==> src/rtl/g15_pkg.sv <==
// ---------------------------------------------------------------------------
// g15_pkg
// Shared definitions for the late-bus recomplementer (recomp_gate_lb).
//   WORD_BITS   : bits per serial word (sign at TS + 28 magnitude bits)
//   PAIR_WORDS  : depth of the delay line in words
//   DP_BITS     : magnitude width of a double-precision pair
//   rc_state_t  : magnitude-path FSM states
//   rc_meta_t   : per-group metadata carried from input side to output side
// ---------------------------------------------------------------------------
package g15_pkg;

    localparam int WORD_BITS  = 29;
    localparam int PAIR_WORDS = 2;
    localparam int DP_BITS    = 2 * WORD_BITS - 1;

    typedef enum logic [1:0] {
        IDLE   = 2'd0,
        PASS   = 2'd1,
        COPY   = 2'd2,
        INVERT = 2'd3
    } rc_state_t;

    typedef struct packed {
        logic valid;     // group started with WV=1 at a TS
        logic sign;      // complement-form sign captured at TS
        logic dp;        // group is a double-precision pair
        logic mag_zero;  // whole magnitude of the group was zero
    } rc_meta_t;

    // Sign actually emitted: a negative zero is reported as +0.
    function automatic logic meta_out_sign(input rc_meta_t m);
        return m.sign & ~m.mag_zero;
    endfunction

    // Group whose magnitude ends at the TE of the word that opened it.
    function automatic logic meta_is_single(input rc_meta_t m);
        return m.valid & ~m.dp;
    endfunction

endpackage

==> src/rtl/serial_recomp.sv <==
// ---------------------------------------------------------------------------
// serial_recomp
// Bit-serial magnitude recomplementer and output mux. Converts an LSB-first
// two's-complement magnitude back to true magnitude when the group is
// negative: bits are copied up to and including the first 1, every later bit
// is inverted.
//   clk     in   bit clock
//   rst     in   asynchronous active-high reset
//   start   in   output TS of a valid group (sign slot)
//   last    in   final bit time of the group (TE of single / DP second word)
//   neg     in   group sign from metadata
//   zero    in   group magnitude was all zero
//   d_in    in   delayed serial data (complement form)
//   d_out   out  serial sign-magnitude data
//   active  out  an output group is in progress this cycle
// ---------------------------------------------------------------------------
module serial_recomp
    import g15_pkg::*;
(
    input  logic clk,
    input  logic rst,
    input  logic start,
    input  logic last,
    input  logic neg,
    input  logic zero,
    input  logic d_in,
    output logic d_out,
    output logic active
);

    rc_state_t state_q;
    rc_state_t state_d;
    logic      neg_eff;

    // A negative zero is treated as positive: its magnitude is copied as is.
    assign neg_eff = neg & ~zero;

    always_comb begin
        state_d = state_q;
        d_out   = 1'b0;
        if (start) begin
            // Sign slot: emit the corrected sign, choose the magnitude path.
            d_out   = neg_eff;
            state_d = neg_eff ? COPY : PASS;
        end else begin
            case (state_q)
                IDLE: begin
                    d_out = 1'b0;
                end
                PASS: begin
                    d_out = d_in;
                end
                COPY: begin
                    d_out = d_in;
                    if (d_in) begin
                        state_d = INVERT;
                    end
                end
                INVERT: begin
                    d_out = ~d_in;
                end
                default: begin
                    d_out   = 1'b0;
                    state_d = IDLE;
                end
            endcase
            // The DP word boundary is not a group end; only the true last
            // bit returns the FSM to IDLE.
            if (last) begin
                state_d = IDLE;
            end
        end
    end

    always_ff @(posedge clk or posedge rst) begin
        if (rst) begin
            state_q <= IDLE;
        end else begin
            state_q <= state_d;
        end
    end

    assign active = start | (state_q != IDLE);

endmodule

==> src/rtl/sr_ff.sv <==
// ---------------------------------------------------------------------------
// sr_ff
// Single-bit set/clear flag register, set has priority over clear.
//   clk  in  clock
//   rst  in  asynchronous active-high reset, clears the flag
//   set  in  force flag to 1 at the next edge
//   clr  in  force flag to 0 at the next edge (when set is low)
//   q    out registered flag
// ---------------------------------------------------------------------------
module sr_ff (
    input  logic clk,
    input  logic rst,
    input  logic set,
    input  logic clr,
    output logic q
);

    logic flag_q;
    logic flag_d;

    always_comb begin
        flag_d = flag_q;
        if (set) begin
            flag_d = 1'b1;
        end else if (clr) begin
            flag_d = 1'b0;
        end
    end

    always_ff @(posedge clk or posedge rst) begin
        if (rst) begin
            flag_q <= 1'b0;
        end else begin
            flag_q <= flag_d;
        end
    end

    assign q = flag_q;

endmodule

==> src/rtl/recomp_gate_lb.sv <==
// ---------------------------------------------------------------------------
// recomp_gate_lb
// Late-bus recomplementer. Serial complement-form words are delayed by a
// fixed two words so that the zero-ness of the whole magnitude is known
// before the sign bit is emitted; negative values are recomplemented to
// sign-magnitude and -0 is forced to +0.
//   CLOCK   in   bit clock
//   rst     in   asynchronous active-high reset
//   TS      in   sign bit time (first cycle of every word)
//   TE      in   last bit time of every word
//   LB_IN   in   serial complement-form data, sign at TS then magnitude LSB first
//   WV      in   word valid, sampled at TS (ignored at a DP second word's TS)
//   DP      in   sampled with WV: word opens a double-precision pair
//   LB_OUT  out  serial sign-magnitude data, delayed PAIR_WORDS words
//   OV      out  high for every cycle of a valid output word
//   SGN     out  sign of the current output group, held TS..TE
//   MZ      out  one-cycle pulse at output TS when -0 was forced to +0
// ---------------------------------------------------------------------------
module recomp_gate_lb #(
    parameter int WORD_BITS  = 29,
    parameter int PAIR_WORDS = 2
) (
    input  logic CLOCK,
    input  logic rst,
    input  logic TS,
    input  logic TE,
    input  logic LB_IN,
    input  logic WV,
    input  logic DP,
    output logic LB_OUT,
    output logic OV,
    output logic SGN,
    output logic MZ
);

    import g15_pkg::rc_meta_t;
    import g15_pkg::meta_out_sign;
    import g15_pkg::meta_is_single;

    localparam int LINE_BITS = PAIR_WORDS * WORD_BITS;

    // ------------------------------------------------------------------
    // Input side state
    // ------------------------------------------------------------------
    logic [LINE_BITS-1:0] line_q;
    logic [LINE_BITS-1:0] line_d;
    logic                 acc_q;       // OR of magnitude bits seen so far
    logic                 acc_d;
    logic                 word_dp2_q;  // current input word is a DP second word
    logic                 word_dp2_d;
    logic                 pend_q;      // next input word is a DP second word

    // Two-entry metadata queue, one entry per word slot. meta0 belongs to
    // the word currently entering; meta1 to the word before it. At a TS
    // meta1 is exactly the group whose first output bit leaves this cycle.
    rc_meta_t meta0_q;
    rc_meta_t meta0_d;
    rc_meta_t meta1_q;
    rc_meta_t meta1_d;

    logic accept;
    logic zero_now;

    // ------------------------------------------------------------------
    // Output side state
    // ------------------------------------------------------------------
    logic out_start;
    logic out_last;
    logic out_sign;
    logic out_pair_q;  // output is in the first word of a DP pair
    logic sgn_q;
    logic rc_bit;
    logic rc_active;

    assign accept   = TS & WV & ~pend_q;
    // Includes the bit on the wire now so the TE bit counts.
    assign zero_now = ~(acc_q | LB_IN);

    always_comb begin
        line_d     = {line_q[LINE_BITS-2:0], LB_IN};

        // TS slot is the sign for a group start (excluded from the magnitude)
        // but magnitude bit 29 for a DP second word (accumulated).
        if (TS) begin
            acc_d = pend_q & (acc_q | LB_IN);
        end else begin
            acc_d = acc_q | LB_IN;
        end

        word_dp2_d = TS ? pend_q : word_dp2_q;

        meta0_d = meta0_q;
        meta1_d = meta1_q;
        if (TS) begin
            meta1_d = meta0_q;
            meta0_d = '0;
            if (accept) begin
                meta0_d.valid    = 1'b1;
                meta0_d.sign     = LB_IN;
                meta0_d.dp       = DP;
                meta0_d.mag_zero = 1'b0;
            end
        end else if (TE) begin
            // A DP pair's entry has already moved to meta1 by its second TE.
            if (word_dp2_q) begin
                meta1_d.mag_zero = zero_now;
            end else if (meta_is_single(meta0_q)) begin
                meta0_d.mag_zero = zero_now;
            end
        end
    end

    always_ff @(posedge CLOCK or posedge rst) begin
        if (rst) begin
            line_q     <= '0;
            acc_q      <= 1'b0;
            word_dp2_q <= 1'b0;
            meta0_q    <= '0;
            meta1_q    <= '0;
        end else begin
            line_q     <= line_d;
            acc_q      <= acc_d;
            word_dp2_q <= word_dp2_d;
            meta0_q    <= meta0_d;
            meta1_q    <= meta1_d;
        end
    end

    sr_ff u_pend (
        .clk (CLOCK),
        .rst (rst),
        .set (accept & DP),
        .clr (TS & pend_q),
        .q   (pend_q)
    );

    // ------------------------------------------------------------------
    // Output side
    // ------------------------------------------------------------------
    assign out_start = TS & meta1_q.valid;
    assign out_sign  = meta_out_sign(meta1_q);
    // TE of a DP pair's first word is not the end of the group.
    assign out_last  = TE & ~out_pair_q;

    sr_ff u_pair (
        .clk (CLOCK),
        .rst (rst),
        .set (out_start & meta1_q.dp),
        .clr (TS & ~out_start),
        .q   (out_pair_q)
    );

    sr_ff u_sgn (
        .clk (CLOCK),
        .rst (rst),
        .set (out_start & out_sign),
        .clr ((out_start & ~out_sign) | out_last),
        .q   (sgn_q)
    );

    serial_recomp u_recomp (
        .clk    (CLOCK),
        .rst    (rst),
        .start  (out_start),
        .last   (out_last),
        .neg    (meta1_q.sign),
        .zero   (meta1_q.mag_zero),
        .d_in   (line_q[LINE_BITS-1]),
        .d_out  (rc_bit),
        .active (rc_active)
    );

    assign LB_OUT = rc_bit;
    assign OV     = rc_active;
    // The popped entry is only visible in the TS cycle; sgn_q holds it after.
    assign SGN    = out_start ? out_sign : sgn_q;
    assign MZ     = out_start & meta1_q.sign & meta1_q.mag_zero;

endmodule
==> config.mk <==
export PLATFORM = sky130hd
export DESIGN_NAME = recomp_gate_lb
export DESIGN_NICKNAME = d
export VERILOG_FILES = /design/src/rtl/g15_pkg.sv /design/src/rtl/serial_recomp.sv /design/src/rtl/sr_ff.sv /design/src/rtl/recomp_gate_lb.sv
export SDC_FILE = /design/constraint.sdc
export NUM_CORES = 1
export LEC_CHECK = 0
export CAP_MARGIN = 20
export CORE_UTILIZATION = 51
export CTS_CLUSTER_SIZE = 40
export DETAILED_ROUTE_END_ITERATION = 6
export GPL_ROUTABILITY_DRIVEN = 0
export PLACE_DENSITY = 0.72
export SETUP_SLACK_MARGIN = 0.05
export SYNTH_ARGS = -nofsm -noshare
export SYNTH_HDL_FRONTEND = slang
export SYNTH_HIERARCHICAL = 1
export SYNTH_SLANG_ARGS = --single-unit
==> constraint.sdc <==
create_clock -name CLOCK -period 2.1 [get_ports CLOCK]
set_clock_uncertainty 0.05 [all_clocks]
set_input_delay 0.315 -clock CLOCK [delete_from_list [all_inputs] [get_ports CLOCK]]
set_output_delay 0.315 -clock CLOCK [all_outputs]
set_load 0.005 [all_outputs]
* Yosys cells after proc, flatten, opt, wreduce, memory -nomap -nowiden
Cells that the tools add are included.
** Operators by class
- $add $sub $neg :: 0
- Multipliers :: 0
- Div/mod/pow operators :: 0
- $lt $le $gt $ge :: 0
- Equal/unequal tests :: 4
- Shift-type cells :: 0
- Muxes and demuxes :: 23
- Bitwise gates (word level) :: 26
- Reductions and logical operators :: 14
** Operators by type and width (count)
- $mux W1 :: 16
- $and A1 B1 Y1 :: 15
- $reduce_bool A2 Y1 :: 7
- $mux W2 :: 5
- $not A1 Y1 :: 8
- $reduce_bool A3 Y1 :: 2
- $eq A2 B2 Y1 const B :: 2
- $mux W4 :: 1
- $reduce_and A2 Y1 :: 2
- $or A1 B1 Y1 :: 3
- $pmux W1 S3 :: 1
- $reduce_and A3 Y1 :: 1
- $eq A2 B1 Y1 const B :: 1
- $logic_not A2 Y1 :: 1
- $ne A2 B2 Y1 const B :: 1
- $reduce_or A2 Y1 :: 1
** Storage, ports and cells
- Flip-flop bits (word level) :: 73
- Latch bits :: 0
- Memory bits (writable) :: 0
- Bits in read-only memories :: 0
- Logic and storage cells :: 82
- Memories :: 0

* Depth between registers and ports, before layout
Gate-level depths: netlist of run 1.
- Depth in word-level cells :: 7
- Depth in mapped cells :: 5
- Gate-level depth less buffers :: 4

* Hierarchy
The synthesis of run 1 kept the hierarchy.
** Modules (own cells, without submodules)
- recomp_gate_lb :: times used 1, cells an instance 105, area an instance 1971.9 µm², sequential area each 1701.6 µm²
- serial_recomp :: times used 1, cells an instance 18, area an instance 168.9 µm², sequential area each 50.0 µm²
- sr_ff :: times used 3, cells an instance 4, area an instance 40.0 µm², sequential area each 25.0 µm²

* Worst setup path after synthesis of run 1
Ideal clock, no wire load.
- Path type :: input to output
- Start point :: input TS
- End point :: output LB_OUT
- Data arrival time :: 0.960 ns
- Slack :: 0.775 ns
- Stages on the path :: 4
- Buffers on the path :: 1
- Cells stage by stage :: buf_4 > and2_2 > inv_1 > mux2i_1
** On the way
- Longest elaborated chain between the ends :: 2
** RTL lines
- from (decl) :: line recomp_gate_lb.sv:25 : input logic TS,
- $and A1 B1 Y1 :: line recomp_gate_lb.sv:140 : assign out_start = TS & meta1_q.valid;
- net out_start :: line recomp_gate_lb.sv:67 : logic out_start;
- $mux W1 :: line serial_recomp.sv:41 : if (start) begin
- to (decl) :: line recomp_gate_lb.sv:30 : output logic LB_OUT,
The timed path passes the listed nets, and every way through them passes these cells.

* Worst setup path after layout of run 1
- Start point :: register meta1_q[3] (netlist name)
- End point :: output SGN
** On the way
- Longest elaborated chain between the ends :: 2
** RTL lines
- from (decl) :: line recomp_gate_lb.sv:58 : rc_meta_t meta1_q;
- from (signal assigned) :: line recomp_gate_lb.sv:125 : meta1_q <= meta1_d;
- $and A1 B1 Y1 :: line recomp_gate_lb.sv:140
- $mux W1 :: line recomp_gate_lb.sv:176 : assign SGN = out_start ? out_sign : sgn_q;
- to (decl) :: line recomp_gate_lb.sv:32 : output logic SGN,
No other way between the ends.

==> impl_metrics.sql, run 1 <==
INSERT INTO impl_metrics (metric_group, metric, value, unit) VALUES
('final_layout', 'area_delta_synth_final', '18.2', '%'),
('timing', 'period_share', '0.926', ''),
('route', 'postRouteAntennaNets', '0', ''),
('final_layout', 'regArea', '1830', 'um^2'),
('floorplan', 'die_width', '68.6', 'um'),
('route', 'drc', '0', ''),
('placed_design', 'portBuffers', '10', ''),
('synth', 'synth-edff-count', '0', ''),
('route', 'route.detailed.vias_per_inst', '4.80', ''),
('route', 'drt-total-wl', '2910', 'um'),
('timing', 'slew_violations', '0', ''),
('cts', 'clk-insertion-delay-late', '0.32', 'ns'),
('timing', 'setup_viol_count_final', '0', ''),
('critical_path', 'cp-start-kind', 'register', ''),
('cts', 'clk_transition_reported_paths', '0.07', 'ns'),
('timing', 'worstMarginPinSlew', '0.332', 'ns'),
('pwr', 'finalPower', '2.92', 'mW'),
('synth', 'yosys.area.top_type_share', '0.808', ''),
('route', 'firstDrtPassIters', '4', ''),
('global_routing', 'global_route.usage.total', '0.155', ''),
('outcome', 'status', 'completed', ''),
('route', 'drt_iter0_markers', '64', ''),
('global_routing', 'first_global_vias', '988', ''),
('timing', 'fmaxAchievable', '514', 'MHz'),
('route', 'vias', '1032', ''),
('cts', 'cts_sinks', '73', ''),
('floorplan', 'initial_utilization', '0.549', ''),
('timing', 'final_worst_path_setup_slack', '0.156', 'ns'),
('synth', 'most_repeated_cell_in_the_gate_level_netlist_after_synthesis', 'dfrtp_1', ''),
('hold_path', 'worst_hold_path_type', 'input port to async pin', ''),
('synth', 'synthesis.instances', '135', ''),
('timing', 'final.min_clock_period', '1.94', 'ns'),
('global_routing', 'grt_overflow', '0', ''),
('synth', 'postSynth.asyncResetShare', '1.00', ''),
('synth', 'synth_area_leader_cell', 'dfrtp_1', ''),
('cts', 'cts_max_path_buffers', '2', ''),
('flow_run', 'maxCapViolCount', '0', ''),
('global_routing', 'met2_layer_usage_reported_by_global_route', '0.194', ''),
('pwr', 'power_density', '1090', 'nW/um^2'),
('cts', 'tritoncts_clock_tree', 'built', ''),
('synth', 'yosys-top-cells-area', 'dfrtp_1 (81%), mux2_2 (2.5%), inv_1 (2.2%)', ''),
('final_layout', 'layout-drive-gt1-share', '0.194', ''),
('synth', 'netlist-cell-type-count', '27', ''),
('final_layout', 'multi_input_area', '374', 'um^2'),
('timing', 'timing.max_slew.rel_slack', '0.778', ''),
('cts', 'numCtsBuffers', '9', ''),
('route', 'drt-wirelength-per-cell', '13.5', 'um'),
('cts', 'clock_tree_root_driver_cell', 'clkbuf_8', ''),
('synth', 'mappedNetlistArea', '2260', 'um^2'),
('floorplan', 'row_count', '23', ''),
('synth', 'syn_area_per_cell', '16.7', 'um^2'),
('global_routing', 'grt_start_max_net_pins', '69', ''),
('critical_path', 'timing.setup.critical_path_class', 'register to primary output', ''),
('final_layout', 'fillers', '298', ''),
('placed_design', 'preCtsSetupSlack', '-0.0420', 'ns'),
('floorplan', 'core_area', '4120', 'um^2'),
('critical_path', 'worst_ep_arrival_time', '1.58', 'ns'),
('global_routing', 'grt_util_met3', '0.0592', ''),
('global_routing', 'initial_antenna_violation_count', '0', ''),
('timing', 'timing.final.hold_violations', '0', ''),
('critical_path', 'cp_max_fo', '4', ''),
('synth', 'synth_seq_cells', '73', ''),
('final_layout', 'antenna_cells_inserted', '0', ''),
('pwr', 'power.static_leakage', '1.32', 'nW'),
('synth', 'synth_commonest_cells', 'dfrtp_1 (73), inv_1 (13), a21o_1 (6), nor2b_1 (6), mux2_2 (5)', ''),
('synth', 'synth-seq-area-share', '0.808', ''),
('synth', 'postSynth.topFlopCell', 'dfrtp_1', ''),
('cts', 'cts_htree_levels', '3', ''),
('synth', 'syn_nets', '145', ''),
('global_routing', 'global_route_wire_length_before_repair', '4780', 'um'),
('critical_path', 'timing.critical_path.required', '1.74', 'ns'),
('placed_design', 'post-dp-hpwl', '1740', 'um'),
('floorplan', 'design.portCount', '11', ''),
('pwr', 'ir_worst_vdd', '0.734', 'mV'),
('timing', 'grt_setup_unrepaired', 'false', ''),
('floorplan', 'die-area', '4700', 'um^2'),
('global_routing', 'grt.met1_usage', '0.224', ''),
('global_routing', 'gr-max-usage-layer', 'met1', ''),
('floorplan', 'die-height', '68.6', 'um'),
('final_layout', 'finalNetCount', '170', ''),
('synth', 'synth-warning-count', '6', ''),
('critical_path', 'cp-end-kind', 'primary output', '');
## timing repair
action | CTS | global route
gates resized for setup | 2 | 2
hold buffers | 0 | 0
gates cloned | 0 | 0
setup endpoints to repair | 1 | 2
setup buffers | 3 | 0
pin swaps | 0 | 0
## state kept, by name (all words and copies together) (netlist names)
| name | flops |
|---|---|
| meta1_q | 4 |
| u_sgn/q | 1 |
| line_q | 58 |
| meta0_q | 4 |
| word_dp2_q | 1 |
| u_pend/q | 1 |
| u_recomp/state_q | 2 |
| acc_q | 1 |
| u_pair/q | 1 |
## where the power goes
part	total [mW]	switching, mW	internal [mW]
sequential	1.59	0.0697	1.52
combinational	0.295	0.131	0.164
clock	1.03	0.457	0.577
## final timing paths
check,startpoint,end,slack (ns),cells past startpoint
max,meta1_q[3]$_DFFE_PP0P_,SGN,0.16,4
min,rst,u_sgn/q$_DFFE_PP0P_,0.24,2
max reg2reg,u_recomp/state_q[1]$_DFFE_PP0P_,u_recomp/state_q[0]$_DFFE_PP0P_,0.89,4
min reg2reg,line_q[53]$_DFF_PP0_,line_q[54]$_DFF_PP0_,0.30,0
max in group asynchronous,rst,line_q[25]$_DFF_PP0_,1.22,3
min in group CLOCK,line_q[53]$_DFF_PP0_,line_q[54]$_DFF_PP0_,0.30,0
## area by class of cell
class                   instances  area share
repair buffers                 16      0.0595
clock buffers                  11      0.0529
flip-flops and latches         73       0.684
clock inverters                 5      0.0206
inverters                      13      0.0197
well taps                      50      0.0234
multi-input cells              47       0.140
## placed cells by master, fill, tap and decap left out, drive strengths merged, types with 2 or more instances in the layout
cell type | Yosys | final
dfrtp | 73 | 73
inv | 13 | 12
clkbuf | 0 | 11
clkdlybuf4s50 | 0 | 8
nor2b | 6 | 6
a21o | 6 | 6
mux2 | 6 | 6
buf | 2 | 6
and3 | 3 | 3
nor2 | 3 | 3
nand2b | 3 | 3
clkinvlp | 0 | 3
ha | 3 | 3
a31o | 2 | 2
clkinv | 0 | 2
mux2i | 2 | 2
and2 | 2 | 2
## worst max-delay path, cell delays in order, from the launching register on
cell and delay (ns):
dfrtp_1 0.36, buf_4 0.13, nand3_1 0.09, o22ai_1 0.15, clkdlybuf4s50_1 0.52
## per-layer routing
layer	vias up	part of all wire	wire length, um
li1	484	-	-
met1	529	0.50	1460
met2	15	0.45	1320
met3	4	0.032	93
met4	0	0.011	31
met5	-	0	0
## stage by stage
| step | cell area (um^2) | util | instances | hold WS [ns] | TNS (ns) |
|---|---|---|---|---|---|
| after floorplan | 2260 | - | 135 | -0.00629 | 0 |
| after global placement | 2450 | 0.595 | 196 | 0.288 | -0.0199 |
| after detailed placement | 2450 | 0.595 | 196 | 0.285 | -0.0420 |
| after CTS | 2670 | 0.648 | 215 | 0.210 | 0 |
| after global routing | 2670 | 0.649 | 215 | 0.237 | 0 |
| final | 2670 | 0.649 | 215 | 0.237 | 0 |
## logic make-up after synthesis
kind of cell	count (synthesis)	synth area share
AOI/OAI and AO/OA	14	0.0476
buffers and inverters	15	0.0271
muxes	8	0.0404
DFF	73	0.808
adders and majority gates	3	0.0166
and+or+nand+nor	22	0.0603
No activity file was read; power rests on OpenSTA's default activity.
==> inputs of run 2 (changes only) <==
--- a/config.mk
+++ b/config.mk
@@ -9,7 +9,6 @@
 export CORE_UTILIZATION = 51
 export CTS_CLUSTER_SIZE = 40
 export DETAILED_ROUTE_END_ITERATION = 6
-export GPL_ROUTABILITY_DRIVEN = 0
 export PLACE_DENSITY = 0.72
 export SETUP_SLACK_MARGIN = 0.05
 export SYNTH_ARGS = -nofsm -noshare
==> results of run 2 <==
The final DEF is identical to that of run 1; final timing and power are the same.
